## config.mk

```make
export PLATFORM = sky130hd
export DESIGN_NAME = writeback_select_stage
export DESIGN_NICKNAME = d
export VERILOG_FILES = /design/src/rtl/wb_pkg.sv /design/src/rtl/load_align_extend.sv /design/src/rtl/writeback_select_stage.sv
export SDC_FILE = /design/constraint.sdc
export NUM_CORES = 1
export LEC_CHECK = 0
export ABC_AREA = 1
export CORE_MARGIN = 2
export CORE_UTILIZATION = 46
export DETAILED_ROUTE_END_ITERATION = 7
export PLACE_DENSITY = 0.89
export SETUP_SLACK_MARGIN = 0.02
export SYNTH_ARGS = -nofsm -noshare
export SYNTH_HDL_FRONTEND = slang
export SYNTH_HIERARCHICAL = 1
export SYNTH_SLANG_ARGS = --single-unit
```

## constraint.sdc

```tcl
create_clock -name Clk -period 2.35 [get_ports Clk]
set_input_delay 0.47 -clock Clk [delete_from_list [all_inputs] [get_ports Clk]]
set_output_delay 0.47 -clock Clk [all_outputs]
set_load 0.01 [all_outputs]
```

## src/rtl/wb_pkg.sv

```systemverilog
// Shared types for the writeback-select stage: load sizes, FSM states,
// default source indices and the captured load-control bundle.
package wb_pkg;

  typedef enum logic [1:0] {
    LS_BYTE = 2'd0,
    LS_HALF = 2'd1,
    LS_WORD = 2'd2
  } load_size_t;

  typedef enum logic {
    WB_IDLE     = 1'b0,
    WB_WAIT_MEM = 1'b1
  } wb_state_t;

  localparam int SRC_ALU  = 0;
  localparam int SRC_MEM  = 1;
  localparam int SRC_LINK = 2;
  localparam int SRC_IMM  = 3;

  // Load shaping controls, held while waiting on memory
  typedef struct packed {
    logic [1:0] size;
    logic       uns;
    logic [1:0] off;
  } load_ctl_t;

endpackage

```

## src/rtl/load_align_extend.sv

```systemverilog
// Picks the addressed byte/half/word out of a raw memory read word and
// zero- or sign-extends it to DATA_W. Size code 3 is treated as a word.
module load_align_extend
  import wb_pkg::*;
#(
  parameter int DATA_W = 32
) (
  input  logic [DATA_W-1:0] word,
  input  logic [1:0]        size,
  input  logic              uns,
  input  logic [1:0]        offset,
  output logic [DATA_W-1:0] data
);

  logic [7:0]  byte_sel;
  logic [15:0] half_sel;

  // half selection uses only offset[1]; offset[0] is ignored for halves
  assign byte_sel = word[{offset, 3'b000} +: 8];
  assign half_sel = word[{offset[1], 4'b0000} +: 16];

  // extend the selected field according to size and signedness
  always_comb begin
    data = word;
    if (size == LS_BYTE)
      data = uns ? {{(DATA_W-8){1'b0}}, byte_sel}
                 : {{(DATA_W-8){byte_sel[7]}}, byte_sel};
    else if (size == LS_HALF)
      data = uns ? {{(DATA_W-16){1'b0}}, half_sel}
                 : {{(DATA_W-16){half_sel[15]}}, half_sel};
  end

endmodule

```

## src/rtl/writeback_select_stage.sv

```systemverilog
// Registered writeback select: muxes one of NUM_SRC results, shapes load
// data from the memory source, waits on slow memory, and emits one
// registered register-file write per completed instruction.
module writeback_select_stage
  import wb_pkg::*;
#(
  parameter int DATA_W     = 32,
  parameter int NUM_SRC    = 4,
  parameter int MEM_IDX    = SRC_MEM,
  parameter int REG_ADDR_W = 5,
  parameter int SEL_W      = (NUM_SRC > 1) ? $clog2(NUM_SRC) : 1
) (
  input  logic                      Clk,
  input  logic                      Rst,
  input  logic                      In_Valid,
  output logic                      In_Ready,
  input  logic                      Stall,
  input  logic                      Flush,
  input  logic [SEL_W-1:0]          WB_Sel,
  input  logic [NUM_SRC*DATA_W-1:0] Src_Data,
  input  logic                      Mem_Data_Valid,
  input  logic [1:0]                Load_Size,
  input  logic                      Load_Unsigned,
  input  logic [1:0]                Byte_Offset,
  input  logic [REG_ADDR_W-1:0]     Dest_Reg,
  input  logic                      Reg_Write,
  output logic                      Out_Valid,
  output logic                      Out_Reg_Write,
  output logic [REG_ADDR_W-1:0]     Out_Dest_Reg,
  output logic [DATA_W-1:0]         Write_Data_Output,
  output logic                      Busy
);

  wb_state_t                       state;
  logic [NUM_SRC-1:0][DATA_W-1:0]  src;
  logic [DATA_W-1:0]               sel_data;
  logic [DATA_W-1:0]               aligned;
  logic                            accept;
  logic                            sel_mem;
  load_ctl_t                       live_ctl, pend_ctl, align_ctl;
  logic [REG_ADDR_W-1:0]           pend_dest;
  logic                            pend_rw;

  assign src      = Src_Data;
  assign In_Ready = (state == WB_IDLE) && !Stall;
  assign Busy     = (state == WB_WAIT_MEM);
  assign accept   = In_Valid && In_Ready;
  assign sel_mem  = (int'(WB_Sel) == MEM_IDX);

  assign live_ctl  = '{size: Load_Size, uns: Load_Unsigned, off: Byte_Offset};
  // while waiting, the memory word is shaped by the controls captured at accept
  assign align_ctl = (state == WB_WAIT_MEM) ? pend_ctl : live_ctl;

  load_align_extend #(.DATA_W(DATA_W)) u_align (
    .word   (src[MEM_IDX]),
    .size   (align_ctl.size),
    .uns    (align_ctl.uns),
    .offset (align_ctl.off),
    .data   (aligned)
  );

  // source mux; out-of-range selects write zero
  always_comb begin
    sel_data = '0;
    if (int'(WB_Sel) < NUM_SRC)
      sel_data = sel_mem ? aligned : src[WB_Sel];
  end

  // FSM and output register; Flush outranks everything except reset
  always_ff @(posedge Clk or posedge Rst) begin
    if (Rst) begin
      state             <= WB_IDLE;
      Out_Valid         <= 1'b0;
      Out_Reg_Write     <= 1'b0;
      Out_Dest_Reg      <= '0;
      Write_Data_Output <= '0;
      pend_dest         <= '0;
      pend_rw           <= 1'b0;
      pend_ctl          <= '0;
    end else begin
      Out_Valid     <= 1'b0;
      Out_Reg_Write <= 1'b0;
      case (state)
        WB_IDLE: begin
          if (!Flush && accept) begin
            if (sel_mem && !Mem_Data_Valid) begin
              state     <= WB_WAIT_MEM;
              pend_dest <= Dest_Reg;
              pend_rw   <= Reg_Write;
              pend_ctl  <= live_ctl;
            end else begin
              Out_Valid         <= 1'b1;
              Out_Reg_Write     <= Reg_Write;
              Out_Dest_Reg      <= Dest_Reg;
              Write_Data_Output <= sel_data;
            end
          end
        end
        WB_WAIT_MEM: begin
          if (Flush) begin
            state <= WB_IDLE;
          end else if (Mem_Data_Valid) begin
            state             <= WB_IDLE;
            Out_Valid         <= 1'b1;
            Out_Reg_Write     <= pend_rw;
            Out_Dest_Reg      <= pend_dest;
            Write_Data_Output <= aligned;
          end
        end
        default: state <= WB_IDLE;
      endcase
    end
  end

endmodule

```

==> summary.txt, run 1 <==
Status
  – Status: complete, no violations

CTS
  – Total CTS buffers: 5
  – CTS Root Buffer Type: clkbuf_8
  – Depth of the CTS H-tree: 2
  – CTS tree: built
  – CTS sink count: 51
  – CTS Buffer Depth: 2
  – Clock slew seen by the registers of the worst setup and hold paths: 0.10 ns
  – Worst-Skew Late Latency: 0.31 ns

Critical path
  – CP peak stage delay: 0.52 ns
  – Critical Path AT: 1.73 ns
  – Buf/Inv on CP: 4
  – Kind of cell adding the most delay to the critical path: buffers and inverters
  – Setup CP Type: register to primary output
  – FF-to-FF Start: Busy$_DFF_PP0_
  – Worst-path fanout max: 14
  – Worst Setup End Kind: primary output
  – Slowest cell on crit path: dfrtp_2
  – Setup slack, reg-to-reg: 0.24 ns
  – R2R Path End: Write_Data_Output[17]$_DFFE_PP0P_
  – CP Data Required Time: 1.88 ns
  – Worst-path cell chain: buf_4, inv_2, nand2_1, inv_1, clkdlybuf4s50_1
  – CP Launch Type: register
  – Worst reg2reg path depth: 14

Timing
  – Final hold vios: 0
  – RSZ-0062 raised after global routing: false
  – Tmin final: 2.20 ns
  – Clock skew: 0.0108 ns
  – Crit share post-route: 0.938
  – Worst Tran Pin Value: 0.650 ns
  – FMAX: 454 MHz
  – # setup viols final: 0
  – Worst hold slack: 0.483 ns
  – Pins over their slew limit: 0
  – Worst slew margin: 0.566

Final layout
  – Share of cells above drive strength 1: 0.0533
  – Fill cell count: 1016
  – Final instance area: 7280 sq um
  – Inserted Diodes: 0
  – Area Overhead vs Synth: 42.0%
  – Fin nets: 1291

Placed design
  – HPWL Detailed: 13.5 mm
  – PortBufs: 187
  – Routability congestion estimate from global placement: 0.984
  – Placement Cell Area: 7180 sq um

Floorplanning
  – # rows: 38
  – Io pins: 188
  – Core ar.: 10800 sq um
  – Die Y: 110 um
  – DIE AREA: 12000 sq um
  – Initial Util: 0.473
  – Die width: 110 um

Synthesis
  – Post-synth top cells: nand2_1 (493), inv_1 (195), nand3_1 (134)
  – Syn Area/Cell: 5.27 sq um
  – Cell taking the most area after synthesis: nand2_1
  – Post-synth EDFFs: 0
  – Post-Syn Instances: 974
  – Largest cells by area after synthesis: nand2_1 (36%), dfrtp_1 (25%), inv_1 (14%)
  – Ys Warns: 6
  – Post-synth top flop: dfrtp_1
  – Count of cell types in the netlist: 25
  – Netlist Area Pre-Place: 5130 sq um
  – Seq/Total Area, Yosys: 0.249
  – Post-synthesis net count: 1121
  – FF+latch count, synth: 51
  – Share of the synthesized area in the top cell type: 0.361
  – Top-count cell post-synth: nand2_1
  – Async set or reset register ratio after synthesis: 1.00

Drt
  – ANT nets after route: 0
  – Avg Vias per Cell: 4.91
  – WL/cell: 13.4 um
  – Post-Route WL: 17.3 mm
  – First-pass iteration count of the detailed router: 6
  – Drt drc: 0
  – Via count: 6308
  – Initial DRC count: 506

GRT
  – Remaining Overflow, GRT: 0
  – Vias in the first global route: 5906
  – Total track usage: 0.293
  – Antenna violations before repair: 0
  – Largest net degree at the start of global routing: 65
  – First-pass GRT wire length: 27.7 mm

Worst hold path
  – HP Class: input pin to async pin

Power
  – Static Leak: 4.40 nW
  – PwrDens: 443 nW/um^2
  – Maximum VDD drop: 0.000457 V

Job
  – Max-Cap Viols: 0
## layer usage
metal | wire length (um) | part of all wire | vias up | track usage
met5 | 0 | 0 | - | 0
met4 | 673 | 0.039 | 0 | 0.116
met3 | 1400 | 0.081 | 55 | 0.0480
met2 | 8020 | 0.46 | 301 | 0.493
met1 | 7170 | 0.42 | 2763 | 0.373
li1 | - | - | 3189 | -
## worst max path at each step
stage                   start                                 to  slack, ns  cells past startpoint
2_1_floorplan  Busy$_DFF_PP0_   Write_Data_Output[3]$_DFFE_PP0P_       0.15                     12
3_3_place_gp   Byte_Offset[1]  Write_Data_Output[18]$_DFFE_PP0P_       0.06                     14
3_5_place_dp   Byte_Offset[1]  Write_Data_Output[17]$_DFFE_PP0P_      -0.06                     14
4_1_cts        Busy$_DFF_PP0_                           In_Ready       0.08                      5
5_1_grt        Byte_Offset[1]  Write_Data_Output[19]$_DFFE_PP0P_       0.02                     15
6_report       Busy$_DFF_PP0_                           In_Ready       0.15                      5
## what timing repair did
item | CTS | global route
hold endpoints to repair | 0 | 0
endpoints found under the setup margin | 0 | 13
hold buffers | 0 | 0
setup buffers | 0 | 0
resized for setup | 0 | 1
## cells by family after synthesis
logic type | Yosys count | synth area share
buf+inv | 256 | 0.207
compound gates | 25 | 0.0263
simple gates | 642 | 0.518
flops | 51 | 0.249
## flip-flops by register name, indices dropped and copies added, names as in the netlist
register,cells
Write_Data_Output,32
Out_Dest_Reg,5
pend_ctl,5
pend_dest,5
Busy,1
Out_Reg_Write,1
Out_Valid,1
pend_rw,1
## cells in the final DEF, fill, tap and decap left out, drive strengths merged
cell type,netlist,routed
o22ai,1,1
o21ai,22,22
clkdlybuf4s50,0,186
inv,200,200
clkbuf,27,6
nand4,1,1
dfrtp,51,51
nor2,8,8
a22oi,1,1
nand3,135,135
bufinv,0,1
buf,28,33
nand2,498,498
o31ai,1,1
## stage by stage
step | total power [W] | setup TNS [ns] | instances | setup slack (ns) | util
3_5_place_dp | 0.00264 | -0.352 | 1277 | -0.0589 | 0.662
4_1_cts | 0.00323 | 0 | 1284 | 0.0767 | 0.672
3_3_place_gp | 0.00261 | 0 | 1277 | 0.0636 | 0.662
5_1_grt | 0.00343 | 0 | 1284 | 0.0247 | 0.672
6_report | 0.00323 | 0 | 1284 | 0.146 | 0.672
2_1_floorplan | 0.00186 | 0 | 974 | 0.154 | -
## where the power goes
part | leakage [nW] | switching [W] | internal (W) | total, W
logic | 3.70 | 0.000709 | 0.000752 | 0.00146
registers | 0.651 | 0.000112 | 0.00106 | 0.00117
clock network | 0.0513 | 0.000287 | 0.000313 | 0.000599
## final cells by class
class	count	area, sq um	area share
timing repair buffer	219	2180	0.300
tap	140	175	0.0240
sequential	51	1280	0.175
clock inverter	1	30.0	0.00412
inverter	200	751	0.103
clock buffer	6	72.6	0.00996
multi-input combinational	667	2800	0.384
(Power assumes the default switching activity.)
==> inputs of run 2 (changes only) <==
- PLACE_DENSITY: 0.89 -> 0.8
==> run 2 against run 1 <==
  * Worst setup slack better by 0.098 ns
  * Largest power group unchanged
  * Critical path type is now input pin to register
  * Die area unchanged
  * Largest cell class unchanged
  * Core utilization about the same
  * Register-to-register slack better by 0.03 ns
==> summary.txt, run 2 (synthesized netlist as in run 1, its figures left out) <==
Status
  – Status: complete, no violations

CTS
  – Depth of the CTS H-tree: 2
  – Post-cts gate resize count: 0
  – Hold buffers post-CTS: 0
  – CTS tree: built
  – Clock slew seen by the registers of the worst setup and hold paths: 0.10 ns
  – Worst-Skew Late Latency: 0.31 ns
  – Setup Fix Bufs, Post-CTS: 0
  – CTS Root Buffer Type: clkbuf_8
  – CTS Buffer Depth: 2
  – CTS sink count: 51
  – Total CTS buffers: 5

Power
  – PwrDens: 447 nW/um^2
  – Maximum VDD drop: 0.000344 V
  – Static Leak: 4.39 nW
  – Net Sw Frac: 0.348
  – Psw: 0.00114 W
  – Comb pwr share: 0.445
  – Clk network pwr share: 0.195
  – Int Power: 0.00213 W
  – Seq pwr share: 0.360

Floorplanning
  – Io pins: 188
  – Die Y: 110 um
  – DIE AREA: 12000 sq um
  – Die width: 110 um
  – Initial Util: 0.473
  – Core ar.: 10800 sq um
  – # rows: 38

Timing
  – RSZ-0062 raised after global routing: false
  – # setup viols final: 0
  – Clock skew: 0.0106 ns
  – Setup TNS: 0 ns
  – Pins over their slew limit: 0
  – Worst slew margin: 0.722
  – Final hold vios: 0
  – Final setup margin: 0.244 ns
  – Worst Tran Pin Value: 0.413 ns
  – Crit share post-route: 0.896
  – FMAX: 475 MHz
  – Tmin final: 2.11 ns

Job
  – Max-Cap Viols: 0

Critical path
  – Critical Path AT: 2.31 ns
  – Worst Setup End Kind: register
  – CP Data Required Time: 2.56 ns
  – Worst-path fanout max: 24
  – CP Launch Type: input pin
  – Worst reg2reg path depth: 12
  – Setup slack, reg-to-reg: 0.27 ns
  – Setup CP Type: input pin to register
  – R2R Path End: Write_Data_Output[19]$_DFFE_PP0P_
  – FF-to-FF Start: Busy$_DFF_PP0_

Placed design
  – Routability congestion estimate from global placement: 0.952
  – PortBufs: 187
  – Pre-CTS setup slack: -0.0699 ns
  – HPWL Detailed: 13.4 mm

Drt
  – Avg Vias per Cell: 4.82
  – Drt drc: 0
  – ANT nets after route: 0
  – Post-Route WL: 17.3 mm
  – Via count: 6189
  – First-pass iteration count of the detailed router: 4
  – Initial DRC count: 507
  – WL/cell: 13.5 um

Final layout
  – Most frequent cells in the layout: nand2_1 (493), inv_1 (193), clkdlybuf4s50_1 (186)
  – Register area: 1280 sq um
  – Max FFs per register: 32
  – Commonest non-fill, non-tap cell in the layout: nand2_1
  – Largest Register: Write_Data_Output
  – Area Overhead vs Synth: 42.1%
  – Share of cells above drive strength 1: 0.0542
  – Fill cell count: 1025
  – Fin nets: 1290
  – Inserted Diodes: 0
  – Multi-input logic area: 2800 sq um

GRT
  – Total track usage: 0.297
  – Largest net degree at the start of global routing: 52
  – Antenna violations before repair: 0
  – Remaining Overflow, GRT: 0
  – Vias in the first global route: 5792
  – First-pass GRT wire length: 28.0 mm

Worst hold path
  – HP Start: pend_ctl[1]$_DFFE_PP0P_
  – Hold endpoint: pend_ctl[1]$_DFFE_PP0P_
  – HP Class: register to register
  – Worst hold stages: 2
## run 2: worst max-delay path by stage
stage,cells after the start,start,endpoint
4_1_cts,2,Busy$_DFF_PP0_,Busy
6_report,13,Byte_Offset[1],Write_Data_Output[19]$_DFFE_PP0P_
5_1_grt,13,Byte_Offset[1],Write_Data_Output[24]$_DFFE_PP0P_
3_5_place_dp,13,Byte_Offset[1],Write_Data_Output[19]$_DFFE_PP0P_
3_3_place_gp,13,Byte_Offset[1],Write_Data_Output[19]$_DFFE_PP0P_
2_1_floorplan,12,Busy$_DFF_PP0_,Write_Data_Output[3]$_DFFE_PP0P_
## run 2: per-stage QoR
step / utilization / instances / total power [W] / hold slack [ns] / cell area, sq um
3_3_place_gp: 0.662 / 1276 / 0.00261 / 0.466 / 7170
4_1_cts: 0.672 / 1284 / 0.00327 / 0.497 / 7290
6_report: 0.672 / 1284 / 0.00326 / 0.497 / 7290
2_1_floorplan: - / 974 / 0.00186 / 0.453 / 5130
3_5_place_dp: 0.662 / 1276 / 0.00264 / 0.474 / 7170
5_1_grt: 0.672 / 1284 / 0.00349 / 0.518 / 7290
## run 2: worst max-delay path, cell delays in order
cell and delay [ns]:
clkdlybuf4s50_1 0.45, inv_1 0.04, o21ai_0 0.21, buf_4 0.18, inv_1 0.08, nand2_1 0.09, nand3_1 0.14, nand4_4 0.30
nand2_1 0.08, nand2_1 0.07, nand2_1 0.08, nand2_1 0.06, nand2_1 0.05
## run 2: final cells by class
type	count	area share
multi-input cells	667	0.384
repair buffers	218	0.298
flip-flops and latches	51	0.175
inverters	200	0.103
well taps	140	0.0240
clock buffers	5	0.00944
clock inverters	3	0.00635
## run 2: layer usage
| layer | vias to the layer above | GRT usage | part of all wire |
|---|---|---|---|
| met5 | - | 0 | 0 |
| li1 | 3189 | - | - |
| met4 | 0 | 0.108 | 0.036 |
| met1 | 2727 | 0.399 | 0.44 |
| met3 | 43 | 0.0486 | 0.078 |
| met2 | 230 | 0.482 | 0.45 |
## run 2: power groups by stage
stage	Combinational, W	Clock, W	Sequential, W
floorplan	0.000630	0	0.00123
global placement	0.00143	0	0.00118
detailed placement	0.00145	0	0.00119
CTS	0.00146	0.000638	0.00117
global route	0.00161	0.000685	0.00119
finish	0.00145	0.000637	0.00117
